--- src/rtl/separador_serial_pkg.sv ---
// Shared definitions for the serial word splitter.
//   estado_t    : handshake FSM state encoding (OCIOSO=0, EMITINDO=1)
//   MODO_MSB/LSB: slice-order selector values
//   clog2_min1  : ceil(log2(n)), never less than 1, for index widths
package separador_serial_pkg;

  typedef enum logic {
    OCIOSO   = 1'b0,
    EMITINDO = 1'b1
  } estado_t;

  localparam logic MODO_MSB = 1'b0;
  localparam logic MODO_LSB = 1'b1;

  function automatic int clog2_min1(input int n);
    int r;
    r = 0;
    while ((1 << r) < n) r++;
    return (r < 1) ? 1 : r;
  endfunction

endpackage

--- src/rtl/separador_serial_seletor_fatia.sv ---
// Combinational slice extractor.
//   palavra_i : full word
//   indice_i  : emission index of the wanted slice (0-based)
//   modo_i    : MODO_MSB -> index 0 is the top slice, MODO_LSB -> bottom slice
//   fatia_o   : selected LARGURA_SAIDA-bit slice
module seletor_fatia
  import separador_serial_pkg::*;
#(
  parameter int LARGURA_ENTRADA = 32,
  parameter int LARGURA_SAIDA   = 16,
  parameter int LARGURA_IDX     = 1
) (
  input  logic [LARGURA_ENTRADA-1:0] palavra_i,
  input  logic [LARGURA_IDX-1:0]     indice_i,
  input  logic                       modo_i,
  output logic [LARGURA_SAIDA-1:0]   fatia_o
);

  localparam int NUM_FATIAS = LARGURA_ENTRADA / LARGURA_SAIDA;

  // Physical slice position counted from the LSB end of the word.
  logic [LARGURA_IDX-1:0] posicao;

  always_comb begin
    if (modo_i == MODO_LSB) posicao = indice_i;
    else                    posicao = LARGURA_IDX'(NUM_FATIAS - 1) - indice_i;
  end

  // Constant part-selects keep the mux free of variable-width arithmetic.
  always_comb begin
    fatia_o = '0;
    for (int k = 0; k < NUM_FATIAS; k++) begin
      if (posicao == LARGURA_IDX'(k)) fatia_o = palavra_i[k*LARGURA_SAIDA +: LARGURA_SAIDA];
    end
  end

endmodule

--- src/rtl/separador_serial.sv ---
// Serial word splitter: captures one word from one of NUM_CANAIS channels
// and emits it as LARGURA_ENTRADA/LARGURA_SAIDA slices over a valid/ready
// output, MSB-first or LSB-first per word.
//   clk, rst_n        : clock, asynchronous active-low reset
//   entradas          : concatenated channel words (channel c at c*LARGURA_ENTRADA)
//   seletor_entrada   : channel captured on accept
//   modo_ordem        : 0 = MSB slice first, 1 = LSB slice first
//   entrada_valida/entrada_pronta : input handshake
//   descartar         : synchronous flush of the word in progress
//   saida/saida_valida/saida_pronta : output slice handshake
//   indice_fatia      : emission index of the current slice
//   ultima_fatia      : current slice is the last of the word
//   erro_canal        : captured selector was out of range
module separador_serial
  import separador_serial_pkg::*;
#(
  parameter int LARGURA_ENTRADA = 32,
  parameter int LARGURA_SAIDA   = 16,
  parameter int NUM_CANAIS      = 2,
  parameter int LARGURA_SEL     = 1
) (
  input  logic                                   clk,
  input  logic                                   rst_n,
  input  logic [NUM_CANAIS*LARGURA_ENTRADA-1:0]  entradas,
  input  logic [LARGURA_SEL-1:0]                 seletor_entrada,
  input  logic                                   modo_ordem,
  input  logic                                   entrada_valida,
  output logic                                   entrada_pronta,
  input  logic                                   descartar,
  output logic [LARGURA_SAIDA-1:0]               saida,
  output logic                                   saida_valida,
  input  logic                                   saida_pronta,
  output logic [clog2_min1(LARGURA_ENTRADA/LARGURA_SAIDA)-1:0] indice_fatia,
  output logic                                   ultima_fatia,
  output logic                                   erro_canal
);

  localparam int NUM_FATIAS  = LARGURA_ENTRADA / LARGURA_SAIDA;
  localparam int LARGURA_IDX = clog2_min1(NUM_FATIAS);
  localparam logic [LARGURA_IDX-1:0] IDX_ULTIMA = LARGURA_IDX'(NUM_FATIAS - 1);

  if (LARGURA_SAIDA < 1 || NUM_CANAIS < 1 ||
      (LARGURA_ENTRADA % LARGURA_SAIDA) != 0 ||
      NUM_CANAIS > (1 << LARGURA_SEL)) begin : g_parametros_invalidos
    $error("separador_serial: illegal parameter combination");
  end

  estado_t                    estado_q, estado_d;
  logic [LARGURA_ENTRADA-1:0] palavra_q, palavra_d;
  logic [LARGURA_IDX-1:0]     indice_q, indice_d;
  logic                       modo_q, modo_d;
  logic                       erro_q, erro_d;

  logic [LARGURA_ENTRADA-1:0] palavra_sel;
  logic                       erro_sel;
  logic                       aceite, transfere, fatia_ultima;
  logic [LARGURA_SAIDA-1:0]   fatia;

  // Channel mux; an unmatched selector leaves the word at 0 and flags the error.
  always_comb begin
    palavra_sel = '0;
    erro_sel    = 1'b1;
    for (int c = 0; c < NUM_CANAIS; c++) begin
      if (seletor_entrada == LARGURA_SEL'(c)) begin
        palavra_sel = entradas[c*LARGURA_ENTRADA +: LARGURA_ENTRADA];
        erro_sel    = 1'b0;
      end
    end
  end

  assign saida_valida = (estado_q == EMITINDO);
  assign fatia_ultima = (indice_q == IDX_ULTIMA);
  assign transfere    = saida_valida & saida_pronta;

  // Ready also opens while the last slice transfers, so words chain with no bubble.
  assign entrada_pronta = rst_n & ~descartar & (~saida_valida | (transfere & fatia_ultima));
  assign aceite         = entrada_valida & entrada_pronta;

  seletor_fatia #(
    .LARGURA_ENTRADA (LARGURA_ENTRADA),
    .LARGURA_SAIDA   (LARGURA_SAIDA),
    .LARGURA_IDX     (LARGURA_IDX)
  ) u_seletor_fatia (
    .palavra_i (palavra_q),
    .indice_i  (indice_q),
    .modo_i    (modo_q),
    .fatia_o   (fatia)
  );

  // Slice-related outputs are masked in OCIOSO so idle looks clean downstream.
  assign saida        = saida_valida ? fatia : '0;
  assign ultima_fatia = saida_valida & fatia_ultima;
  assign erro_canal   = saida_valida & erro_q;
  assign indice_fatia = indice_q;

  always_comb begin
    estado_d  = estado_q;
    palavra_d = palavra_q;
    indice_d  = indice_q;
    modo_d    = modo_q;
    erro_d    = erro_q;
    if (descartar) begin
      estado_d = OCIOSO;
      indice_d = '0;
    end else if (aceite) begin
      estado_d  = EMITINDO;
      palavra_d = palavra_sel;
      indice_d  = '0;
      modo_d    = modo_ordem;
      erro_d    = erro_sel;
    end else if (transfere) begin
      if (fatia_ultima) begin
        estado_d = OCIOSO;
        indice_d = '0;
      end else begin
        indice_d = indice_q + LARGURA_IDX'(1);
      end
    end
  end

  always_ff @(posedge clk or negedge rst_n) begin
    if (!rst_n) begin
      estado_q  <= OCIOSO;
      palavra_q <= '0;
      indice_q  <= '0;
      modo_q    <= 1'b0;
      erro_q    <= 1'b0;
    end else begin
      estado_q  <= estado_d;
      palavra_q <= palavra_d;
      indice_q  <= indice_d;
      modo_q    <= modo_d;
      erro_q    <= erro_d;
    end
  end

endmodule

--- config.mk ---
export PLATFORM = sky130hd
export DESIGN_NAME = separador_serial
export DESIGN_NICKNAME = d
export VERILOG_FILES = /design/src/rtl/separador_serial_pkg.sv /design/src/rtl/separador_serial_seletor_fatia.sv /design/src/rtl/separador_serial.sv
export SDC_FILE = /design/constraint.sdc
export NUM_CORES = 1
export LEC_CHECK = 0
export BUFFER_PORTS_ARGS = -buffer_cell sky130_fd_sc_hd__buf_2
export CAP_MARGIN = 0
export CORE_ASPECT_RATIO = 0.9
export CORE_MARGIN = 4
export CORE_UTILIZATION = 42
export CTS_CLUSTER_DIAMETER = 50
export DETAILED_ROUTE_END_ITERATION = 12
export PLACE_DENSITY = 0.86
export SLEW_MARGIN = 0
export SYNTH_ARGS = -nofsm -noshare
export SYNTH_HDL_FRONTEND = slang
export SYNTH_SLANG_ARGS = --single-unit
--- constraint.sdc ---
create_clock -name clk -period 1.76 [get_ports clk]
set_clock_uncertainty 0.05 [all_clocks]
set_input_delay 0.088 -clock clk [delete_from_list [all_inputs] [get_ports clk]]
set_output_delay 0.088 -clock clk [all_outputs]
set_load 0.05 [all_outputs]
==> reports/qor.csv <==
stage;metric;value;unit
run_status;outcome;finished clean;
route;starting DRC count in detailed routing;27;
synth;share of the synthesized area in the top cell type;43.29;%
pwr;Max IR drop VDD;0.0005773;V
cells_and_area;Filler cells;384;
critical_path;critical-path maximum fanout;7;
synth;Post-Syn Instances;173;
cells_and_area;P&R area growth vs syn;48.61;%
pwr;pwr/cell area;913.6;nW/um^2
synth;syn_area_per_cell;11.69;sq um
synth;leading area contributor after synthesis;dfrtp_1;
critical_path;crit-path most repeated cell;buf_6;
sta;fin. max-slew vios;0;
route;post-route ant nets;0;
sta;unrepaired setup endpoints after global routing;true;
pwr;total power;2.747;mW
synth;syn_nets;244;
cells_and_area;share of cells above drive strength 1;72.43;%
synth;Synth Register Bits;35;
clock_network;Clock Latency Late Sink;280;ps
cells_and_area;fin cells;334;
route;detailed-route via count;1595;
cells_and_area;fin area;3007;sq um
critical_path;Crit Path Category;register to output port;
job;maxcap violations;0;
grt;total congestion overflow;0;
critical_path;CP cell instances;xor2_4, buf_6, nand2_1, a21boi_4, buf_6;
cells_and_area;n_diodes;0;
sta;setup violators final;0;
critical_path;worst-path cell with the longest stage delay;dfrtp_2;
sta;period utilization;98.59;%
grt;number of global-route vias before repair;1632;
pwr;leakage;1.357;nW
route;DRC errors left;0;
grt;first-pass GRT wire length;7465;microns
place;dpl cells;321;
place;RD Place Congestion;0.7475;
die;die width;81.16;microns
cells_and_area;Layout Nets;342;
sta;Hold Vio Cnt, Final;0;
critical_path;kind of start point of the critical path;register;
critical_path;Worst Path Arrival;1600;ps
die;Die ar.;5993;sq um
synth;Yosys cell types;22;
synth;Area contributors post-synth;dfrtp_1 (43%), mux2_2 (35%), nand2_1 (6.3%), a21boi_0 (5.6%), buf_6 (1.7%);
route;drt total wl;4682;microns
place;PortBufs;90;
clock_network;H-tree depth;2;
sta;final period demand of the worst path;1735;ps
critical_path;reg2reg path depth;5;
route;via/cell ratio;4.775;
die;row cnt;23;
die;die height;73.85;microns
clock_network;CTS tree;built;
grt;initial antenna violation count;0;
clock_network;CTS max path bufs;2;
critical_path;Req. time, crit path;1620;ps
clock_network;Clock transition at path regs;70;ps
critical_path;Max stage delay on crit path;480;ps
synth;Cell Area, Synth;2023;sq um
hold_path;hold depth;3;
die;Initial Utilization;44.50;%
synth;YS warnings;0;
sta;Achievable Freq;576.3;MHz
die;io pins;92;
place;DP HPWL;3476;microns
synth;post-synthesis sequential area ratio;43.29;%
place;Area after DPL;2711;sq um
grt;total track usage;16.19;%
hold_path;worst hold path class;input pin to register;
clock_network;total CTS buffers;5;
critical_path;Setup crit end kind;output port;
clock_network;Num Clock Sinks;35;
die;Core Area;4547;sq um
route;first-pass detailed-route iteration total;2;
clock_network;root buf cell;clkbuf_8;
grt;pin count of the biggest net entering global routing;36;
route;wire per inst;14.02;microns
sta;final hold slack;89.87;ps
==> kinds of logic after synthesis <==
logic type,share of synthesized area (%)
DFF,43.29
xor gates and xnor gates,1.670
muxes,36.18
buffers and inverters,3.896
and+or+nand+nor,8.040
AOI/OAI and AO/OA,6.741
other,0.1854
==> state kept, by name (all words and copies together), names as in the netlist <==
register and cells:
indice_fatia 1, modo_q 1, palavra_q 32, saida_valida 1
==> per-stage QoR <==
stage,utilization (%),setup TNS (ps),worst slack [ps]
CTS,64.61,0,1.005
finish,66.13,0,24.85
global route,66.13,-179.9,-54.89
floorplan,-,-3313,-106.7
global placement,59.63,0,243.6
detailed placement,59.63,0,204.6
==> placed cells by master (no fill, tap or decap), drive strengths merged <==
| cell type | Yosys | final |
|---|---|---|
| nor3b | 1 | 1 |
| conb | 1 | 1 |
| xor2 | 2 | 2 |
| a21oi | 1 | 1 |
| and2 | 1 | 1 |
| dfrtp | 35 | 35 |
| a21boi | 17 | 17 |
| nor3 | 2 | 2 |
| clkbuf | 6 | 8 |
| dlygate4sd3 | 0 | 3 |
| nand2 | 34 | 34 |
| mux2 | 65 | 65 |
| buf | 6 | 100 |
| inv | 1 | 1 |
| xnor2 | 1 | 1 |
==> worst max-delay path: cells and delay by family, from the launching register on <==
kind,cells,cell delay (ps)
DFF,1,480
AOI/OAI and AO/OA,1,180
buffers and inverters,2,320
and+or+nand+nor,1,100
xor gates and xnor gates,1,230
==> path summary, 6_finish.rpt <==
path / from / to / slack, ps
worst max-delay path: indice_fatia$_DFFE_PN0P_ / saida[8] / 20
worst min-delay path: entrada_valida / saida_valida$_DFFE_PN0P_ / 90
worst max register to register: indice_fatia$_DFFE_PN0P_ / palavra_q[13]$_DFFE_PN0P_ / 60
worst min register to register: palavra_q[20]$_DFFE_PN0P_ / palavra_q[20]$_DFFE_PN0P_ / 440
max in group asynchronous: rst_n / indice_fatia$_DFFE_PN0P_ / 1130
min in group asynchronous: rst_n / palavra_q[17]$_DFFE_PN0P_ / 350
==> report_power, final <==
part	internal, mW	leakage (nW)	switching (mW)	total (mW)
Sequential	0.995	0.414	0.114	1.11
Clock	0.357	0.0515	0.260	0.617
Combinational	0.492	0.891	0.529	1.02
Total	1.84	1.36	0.903	2.75
==> repair_timing <==
item                       4_1_cts  5_1_grt
gates resized for setup         22       21
pin swaps                        1        4
hold endpoints to repair        38        0
hold buffers                     4        0
setup endpoints to repair       16       16
buffers inserted                 1        0
==> routing by layer <==
layer  global-route usage [%]  vias to the layer above  part of all wire, %
met5                        0                        -                    0
met4                    3.940                        0                 0.81
met3                    3.064                        4                  6.3
met2                    27.53                       53                   50
met1                    21.31                      743                   43
li1                         -                      795                    -
==> cell type report <==
type | instances | area (sq um) | share of cell area [%]
clock buffer | 8 | 100.1 | 3.329
tap | 62 | 77.57 | 2.580
sequential | 35 | 879.6 | 29.26
timing repair buffer | 103 | 700.7 | 23.30
inverter | 1 | 3.754 | 0.1248
multi-input combinational | 125 | 1245 | 41.41
==> synthesized netlist by cell type <==
cell type	number
buf_4	1
dfrtp_1	35
xor2_1	1
nor3_1	1
mux2_1	3
buf_6	3
clkbuf_2	1
a21oi_1	1
nand2_1	34
xnor2_1	1
conb_1	1
clkbuf_1	5
buf_2	2
inv_1	1
mux2_2	62
xor2_2	1
nor3_4	1
and2_1	1
a21boi_0	15
nor3b_1	1
a21boi_2	1
a21boi_1	1
(Power assumes the default switching activity.)
